## src/rtl/icevga_pkg.sv

```systemverilog
// Shared definitions for the host-side display link: command width and
// the write-strobe sequencer state encoding.
package icevga_pkg;

    localparam int CMD_W = 8;

    typedef enum logic [1:0] {
        ST_IDLE    = 2'd0,
        ST_SETUP   = 2'd1,
        ST_STROBE  = 2'd2,
        ST_RECOVER = 2'd3
    } wr_state_t;

    function automatic int max3(input int a, input int b, input int c);
        int m;
        m = (a > b) ? a : b;
        return (m > c) ? m : c;
    endfunction

endpackage

```

## src/rtl/cmd_queue.sv

```systemverilog
// Small synchronous command byte queue with first-word-fall-through head.
// Full and empty are told apart by the occupancy count, not the pointers.
module cmd_queue
    import icevga_pkg::*;
#(
    parameter int DEPTH = 4,
    localparam int CW = $clog2(DEPTH) + 1
) (
    input  logic             clk,
    input  logic             nrst,
    input  logic             push,
    input  logic [CMD_W-1:0] push_data,
    input  logic             pop,
    output logic [CMD_W-1:0] head,
    output logic [CW-1:0]    count
);

    localparam int PW = CW - 1;

    logic [CMD_W-1:0] mem [DEPTH];
    logic [PW-1:0]    wr_ptr;
    logic [PW-1:0]    rd_ptr;

    // Storage carries data only, so it is left out of reset.
    always_ff @(posedge clk) begin
        if (push) begin
            mem[wr_ptr] <= push_data;
        end
    end

    always_ff @(posedge clk or negedge nrst) begin
        if (!nrst) begin
            wr_ptr <= '0;
            rd_ptr <= '0;
            count  <= '0;
        end else begin
            if (push) begin
                wr_ptr <= wr_ptr + PW'(1);
            end
            if (pop) begin
                rd_ptr <= rd_ptr + PW'(1);
            end
            case ({push, pop})
                2'b10:   count <= count + CW'(1);
                2'b01:   count <= count - CW'(1);
                default: count <= count;
            endcase
        end
    end

    assign head = mem[rd_ptr];

endmodule

```

## src/rtl/fifo_cmd_writer.sv

```systemverilog
// Producer side of the external 8-bit command FIFO: queues command bytes and
// writes them out with a setup / strobe / recover sequence gated by the full flag.
module fifo_cmd_writer
    import icevga_pkg::*;
#(
    parameter int DEPTH          = 4,
    parameter int SETUP_CYCLES   = 2,
    parameter int STROBE_CYCLES  = 3,
    parameter int RECOVER_CYCLES = 3,
    localparam int CW = $clog2(DEPTH) + 1
) (
    input  logic             clk,
    input  logic             nrst,
    input  logic [CMD_W-1:0] cmd_data,
    input  logic             cmd_valid,
    output logic             cmd_ready,
    input  logic             nff_in,
    output logic [CMD_W-1:0] fifo_data,
    output logic             fifo_oe,
    output logic             fifo_nwr,
    output logic             busy,
    output logic [CW-1:0]    count
);

    localparam int TMAX = max3(SETUP_CYCLES, STROBE_CYCLES, RECOVER_CYCLES);
    localparam int TW   = $clog2(TMAX + 1);

    localparam logic [TW-1:0] T_SETUP   = TW'(SETUP_CYCLES - 1);
    localparam logic [TW-1:0] T_STROBE  = TW'(STROBE_CYCLES - 1);
    localparam logic [TW-1:0] T_RECOVER = TW'(RECOVER_CYCLES - 1);

    wr_state_t        state;
    logic [TW-1:0]    timer;
    logic             nff_p0;
    logic             nff_s;
    logic             push;
    logic             pop;
    logic [CMD_W-1:0] head;
    logic [CW-1:0]    count_next;

    assign push = cmd_valid & cmd_ready;
    assign pop  = (state == ST_STROBE) && (timer == '0);

    cmd_queue #(
        .DEPTH(DEPTH)
    ) u_queue (
        .clk      (clk),
        .nrst     (nrst),
        .push     (push),
        .push_data(cmd_data),
        .pop      (pop),
        .head     (head),
        .count    (count)
    );

    always_comb begin
        count_next = count;
        case ({push, pop})
            2'b10:   count_next = count + CW'(1);
            2'b01:   count_next = count - CW'(1);
            default: count_next = count;
        endcase
    end

    // Full flag crosses from the FIFO's domain; reset value reads as full.
    always_ff @(posedge clk or negedge nrst) begin
        if (!nrst) begin
            nff_p0 <= 1'b0;
            nff_s  <= 1'b0;
        end else begin
            nff_p0 <= nff_in;
            nff_s  <= nff_p0;
        end
    end

    always_ff @(posedge clk or negedge nrst) begin
        if (!nrst) begin
            cmd_ready <= 1'b0;
        end else begin
            cmd_ready <= (count_next < CW'(DEPTH));
        end
    end

    // One shared down-counter times every phase; it is reloaded on each transition.
    always_ff @(posedge clk or negedge nrst) begin
        if (!nrst) begin
            state     <= ST_IDLE;
            timer     <= '0;
            fifo_nwr  <= 1'b1;
            fifo_oe   <= 1'b0;
            fifo_data <= '0;
        end else begin
            case (state)
                ST_IDLE: begin
                    if ((count != '0) && nff_s) begin
                        fifo_data <= head;
                        fifo_oe   <= 1'b1;
                        timer     <= T_SETUP;
                        state     <= ST_SETUP;
                    end
                end
                ST_SETUP: begin
                    if (timer == '0) begin
                        fifo_nwr <= 1'b0;
                        timer    <= T_STROBE;
                        state    <= ST_STROBE;
                    end else begin
                        timer <= timer - TW'(1);
                    end
                end
                ST_STROBE: begin
                    if (timer == '0) begin
                        fifo_nwr <= 1'b1;
                        timer    <= T_RECOVER;
                        state    <= ST_RECOVER;
                    end else begin
                        timer <= timer - TW'(1);
                    end
                end
                ST_RECOVER: begin
                    if (timer == '0) begin
                        fifo_oe <= 1'b0;
                        state   <= ST_IDLE;
                    end else begin
                        timer <= timer - TW'(1);
                    end
                end
                default: state <= ST_IDLE;
            endcase
        end
    end

    assign busy = (count != '0) | (state != ST_IDLE);

endmodule

```

## config.mk

```make
export PLATFORM = sky130hd
export DESIGN_NAME = fifo_cmd_writer
export DESIGN_NICKNAME = d
export VERILOG_FILES = /design/src/rtl/icevga_pkg.sv /design/src/rtl/cmd_queue.sv /design/src/rtl/fifo_cmd_writer.sv
export SDC_FILE = /design/constraint.sdc
export NUM_CORES = 1
export LEC_CHECK = 0
export ABC_AREA = 0
export CAP_MARGIN = 30
export CORE_MARGIN = 8
export CORE_UTILIZATION = 55
export CTS_BUF_LIST = sky130_fd_sc_hd__clkbuf_2 sky130_fd_sc_hd__clkbuf_4 sky130_fd_sc_hd__clkbuf_8
export CTS_CLUSTER_DIAMETER = 120
export DETAILED_ROUTE_END_ITERATION = 8
export GPL_ROUTABILITY_DRIVEN = 0
export GPL_TIMING_DRIVEN = 1
export MAX_ROUTING_LAYER = met4
export PLACE_DENSITY = 0.84
export SLEW_MARGIN = 20
export SYNTH_ARGS = -nofsm -noshare
export SYNTH_HDL_FRONTEND = slang
export SYNTH_SLANG_ARGS = --single-unit
```

## constraint.sdc

```tcl
create_clock -name clk -period 2.5 [get_ports clk]
set_input_delay 0.5 -clock clk [delete_from_list [all_inputs] [get_ports clk]]
set_output_delay 0.5 -clock clk [all_outputs]
set_load 0.02 [all_outputs]
```

* Yosys cells after proc, flatten, opt, wreduce, memory -nomap -nowiden
Memories as Yosys holds them, arrays and structs flattened. A register that Yosys moved wholly into a read port is not among the register bits. Cells that the tools add are included.
Storage, ports and cells: memory bits (writable) 32, register bits after elaboration 16, input port bits 12, output and inout bits 15, memories kept 1, word-level logic and storage cells 60
Operators by class: equal/unequal tests 10, $add $sub $neg 5, reductions and logical operators 15, order comparisons 1, muxes and demuxes 16, bitwise logic cells 2
Memories:
- u_queue.mem | words 4, bits a word 8, read ports 1, clocked after memory_dff 1, wr ports 1, line cmd_queue.sv:20 | logic [CMD_W-1:0] mem [DEPTH];
Operators with widths (number):
- 2-to-1 mux 2 bit | 6
- inequality test 2 bit, second input constant | 4
- case mux 2 bit (4 select lines) | 1
- equality test 2 bit, second input constant | 3
- case mux 2 bit (3 select lines) | 1
- case mux 3 bit (2 select lines) | 1
- AND reduction 3 bit | 2
- nonzero test 2 bit | 3
- 2-to-1 mux 1 bit | 5
- adder 2 x 1 -> 2 bit, second input constant | 2
- equality test 2 x 1 -> 1 bit, second input constant | 2
- logical NOT 2 bit | 2
- case mux 1 bit (2 select lines) | 2
- AND reduction 2 bit | 2
- AND reduction 4 bit | 1
- adder 3 x 1 -> 3 bit, second input constant | 1
- less-than comparator 3 bit, second input constant | 1
- nonzero test 3 bit | 1
- subtractor 3 x 1 -> 3 bit, second input constant | 1
- logical AND 1 bit | 2
- inequality test 2 x 1 -> 1 bit, second input constant | 1
- OR reduction 2 bit | 1
- subtractor 2 x 1 -> 2 bit, second input constant | 1
- AND 1 bit | 1
- 2 further kinds | 2

* Depth between registers and ports, before layout
depth in word-level cells 5, mapped depth 8, depth with buffers taken out 8

* By module
From an unflattened synthesis, not the netlist that was laid out.
Unflattened totals: cell total of the unflattened synthesis 145, area total of the unflattened synthesis 2429.8 sq um
Modules (own cells, without submodules):
- cmd_queue | times used 1, cells an instance 73, area an instance 1531.5 sq um
- fifo_cmd_writer | times used 1, cells an instance 72, area an instance 898.4 sq um

* Worst setup path after synthesis
OpenSTA, ideal clock, no wires.
path type register to register, from register state[0], to register (tool-made name), cell stages (with the launch flop) 9, path slack 0.575 ns, library setup time 0.080 ns, arrival time 1.845 ns, period minus slack after synthesis 1.925 ns, cells stage by stage dfrtp_1 > inv_1 > ha_1 > and2_1 > ha_1 > fa_1 > xnor2_1 > nor2_1 > xor2_1
RTL lines:
- from (decl) | line fifo_cmd_writer.sv:32 | wr_state_t state;
- from (signal assigned) | line fifo_cmd_writer.sv:87 | state <= ST_IDLE;
- from (signal assigned) | line fifo_cmd_writer.sv:99 | state <= ST_SETUP;
- from (signal assigned) | line fifo_cmd_writer.sv:106 | state <= ST_STROBE;

* Final worst setup path
from register state[0], to output busy
Between the ends: word-level cells in the longest chain between the ends 2
Ends and longest elaborated chain:
- nonzero test 2 bit | line fifo_cmd_writer.sv:133 | assign busy = (count != '0) | (state != ST_IDLE);
- OR 1 bit | line fifo_cmd_writer.sv:133
- to (decl) | line fifo_cmd_writer.sv:21 | output logic busy,
No other way between the ends.

==> run_results.csv <==
group,metric,value,unit
clock_tree,cts_root_buf,"clkbuf_8",
synthesis,yosys.area.top_type_share,0.410,
synthesis,synth_seq_cells,56,
route,final_antenna_net_count,0,
setup_path,crit_path_end_kind,"output port",
power_and_ir_drop,p_leak,1.06,nW
timing,hold_viol,0,
synthesis,synth_compound_area_frac,0.0374,
grt,grt_util_all_layers,0.140,
floorplanning,die_area,0.00660,mm2
power_and_ir_drop,pwr-share-seq,0.449,
power_and_ir_drop,internal_power,0.00219,W
synthesis,synth_ff_type,"edfxtp_1",
place,pre_cts_ws,0.0720,ns
route,routed_wl,4040,um
clock_tree,cts_tree,"yes",
power_and_ir_drop,p_comb_frac,0.412,
synthesis,yosysTopAreaCell,"edfxtp_1",
floorplanning,core,0.00406,mm2
route,dr.pass1.iters,4,
power_and_ir_drop,power_frac_clock,0.139,
status,outcome,"complete, no violations",
cells_and_area,final_nets,193,
synthesis,synthSimpleGateAreaFrac,0.0428,
timing,setup_viol,0,
synthesis,synth_commonest_cells,"edfxtp_1 (32), dfrtp_1 (23), ha_1 (12)",
cells_and_area,area_growth,16.9,%
timing,worst_slew_pin_slew,0.615,ns
clock_tree,clockBufferDepth,2,
setup_path,worstSetupStartpointType,"flip-flop",
setup_path,r2r_setup_slack,0.35,ns
timing,fmax,0.445,GHz
synthesis,synthTopCellsByArea,"edfxtp_1 (41%), dfrtp_1 (25%), mux4_2 (7.7%), ha_1 (6.4%), mux2_2 (5.3%)",
clock_tree,clkLatencyLatePin,0.30,ns
synthesis,synth_top_family_by_area,"multiplexers",
floorplanning,die_h,81.2,um
clock_tree,cts_buffers,5,
timing,setup_ws,0.250,ns
synthesis,yosys-mux-area-fraction,0.134,
synthesis,netlist_area,0.00234,mm2
power_and_ir_drop,irDropWorstVdd,0.620,mV
cells_and_area,stdcell_area,0.00274,mm2
route,routed-via-count,1218,
timing,finalCritPeriodShare,0.900,
timing,hold_ws,0.359,ns
floorplanning,start_util,0.577,
place,dp.final_hpwl,2910,um
setup_path,cp.required,2.00,ns
synthesis,synth_most_common_cell,"edfxtp_1",
synthesis,yosys_warnings,0,
timing,post-route-min-period,2.25,ns
route,drcViolationCount,0,
timing,rsz0062_at_grt,"false",
cells_and_area,drive_above_1_share,0.179,
grt,antenna_found_initial,0,
synthesis,synth_edf_count,32,
clock_tree,hold_buffers,0,
power_and_ir_drop,p_switching,0.00114,W
route,drtIter0Drc,60,
timing,maxSlewHeadroom,0.590,
grt,grt_start_max_net_pins,25,
floorplanning,rows,23,
place,io_buffers,26,
synthesis,synth_area_per_cell,17.2,um2
route,viasPerCell,5.59,
cells_and_area,nFillCells,282,
timing,setup_tns,0,ns
floorplanning,die_w,81.2,um
floorplanning,io_pins,27,
synthesis,synth_seq_area_share,0.668,
timing,fin_worst_skew,0.00549,ns
place,placed_cell_area,0.00266,mm2
clock_tree,h-tree-depth,2,
synthesis,synthAdderAreaFrac,0.0727,
synthesis,synth_xor_area_frac,0.0262,
setup_path,crit_type,"flip-flop to output port",
power_and_ir_drop,p_per_area,1210,mW/mm2
grt,grt_pass1_vias,1374,
setup_path,crit_arrival,1.75,ns
synthesis,syn_nets,161,
min_path,min_path_type,"flip-flop to flip-flop",
timing,final-max-slew-violation-count,0,
synthesis,synth_cells,136,
clock_tree,cts_resized,0,
grt,grt_overflow,0,
power_and_ir_drop,switching_share,0.343,
job,drv_cap,0,
synthesis,ys_types,28,
setup_path,crit_fanout,6,
grt,grt_pass1_wl,6600,um
cells_and_area,antennaDiodeCount,0,
route,wl_per_cell,18.5,um
clock_tree,post_cts_buffers,0,
clock_tree,path_clk_slew,0.08,ns
synthesis,async_reset_ff_frac,0.429,
clock_tree,numClockSinks,56,
==> per-stage QoR <==
step | instances | power [W] | util
after floorplan | 136 | 0.00242 | -
after detailed placement | 211 | 0.00291 | 0.655
final | 218 | 0.00333 | 0.675
after global placement | 211 | 0.00280 | 0.655
after global routing | 218 | 0.00355 | 0.675
after CTS | 218 | 0.00337 | 0.675
==> layer usage <==
metal  vias to the layer above  global-route usage  share of wire
met5                         -                   -              0
met4                         0              0.0589         0.0064
met3                         2              0.0309          0.041
met2                        33               0.233           0.52
met1                       619               0.159           0.43
li1                        564                   -              -
==> registers in the layout, summed over array words and instances (netlist names), named ones only <==
register,cells
u_queue.mem,32
fifo_nwr,1
timer,2
nff_s,1
u_queue.rd_ptr,2
fifo_oe,1
fifo_data,8
u_queue.wr_ptr,2
nff_p0,1
u_queue.count,2
cmd_ready,1
state,2
==> layout by cell type (no fill, tap or decap), types with 2 or more instances in the layout <==
cell type and instances:
edfxtp_1 32, clkdlybuf4s50_1 26, dfrtp_1 23, ha_1 12, mux2_2 11, inv_1 8
mux4_2 8, and3_1 5, xnor2_1 5, clkbuf_8 5, nand2_1 4, nand2b_1 3
a21oi_1 3, nor2_1 2, nor3_1 2, o21ai_0 2, a22o_1 2, xor2_1 2
==> layout make-up <==
type                       count  area [um2]  share of cell area
clock buffer                   6        76.3              0.0279
multi-input combinational     70         733               0.268
clock inverter                 1        5.00             0.00183
sequential                    56        1560               0.571
timing repair buffer          27         268              0.0978
inverter                       8        30.0              0.0110
tap                           50        62.6              0.0229
==> critical path: stages (launching register included) <==
cell and delay (ns):
dfrtp_1 0.41, inv_1 0.13, ha_1 0.29, nand2_1 0.08, clkdlybuf4s50_1 0.54
==> logic make-up after synthesis <==
family | Yosys count
flip-flops | 56
multiplexers | 20
AND/OR/NAND/NOR | 18
adder cells (fa/ha/maj) | 13
AO/OA/AOI/OAI | 12
buffers and inverters | 10
XOR/XNOR | 7
==> power by group through the flow <==
stage                     Sequential [W]  Clock [W]  Combinational (W)
after floorplan                  0.00155          0           0.000863
after global placement           0.00149          0            0.00131
after detailed placement         0.00152          0            0.00139
after CTS                        0.00150   0.000474            0.00139
after global routing             0.00153   0.000512            0.00151
final                            0.00149   0.000463            0.00137
==> worst paths after layout <==
check	from	end	cells past startpoint
setup reg to reg	timer[1]$_DFFE_PN0P_	flip-flop	8
hold / removal	nff_p0$_DFF_PN0_	nff_s$_DFF_PN0_	0
setup / recovery	state[0]$_DFFE_PN0P_	busy	4
hold reg to reg	nff_p0$_DFF_PN0_	nff_s$_DFF_PN0_	0
max in group asynchronous	nrst	fifo_nwr$_DFFE_PN1P_	2
min in group asynchronous	nrst	fifo_data[3]$_DFFE_PN0P_	2
(Power assumes the default switching activity.)
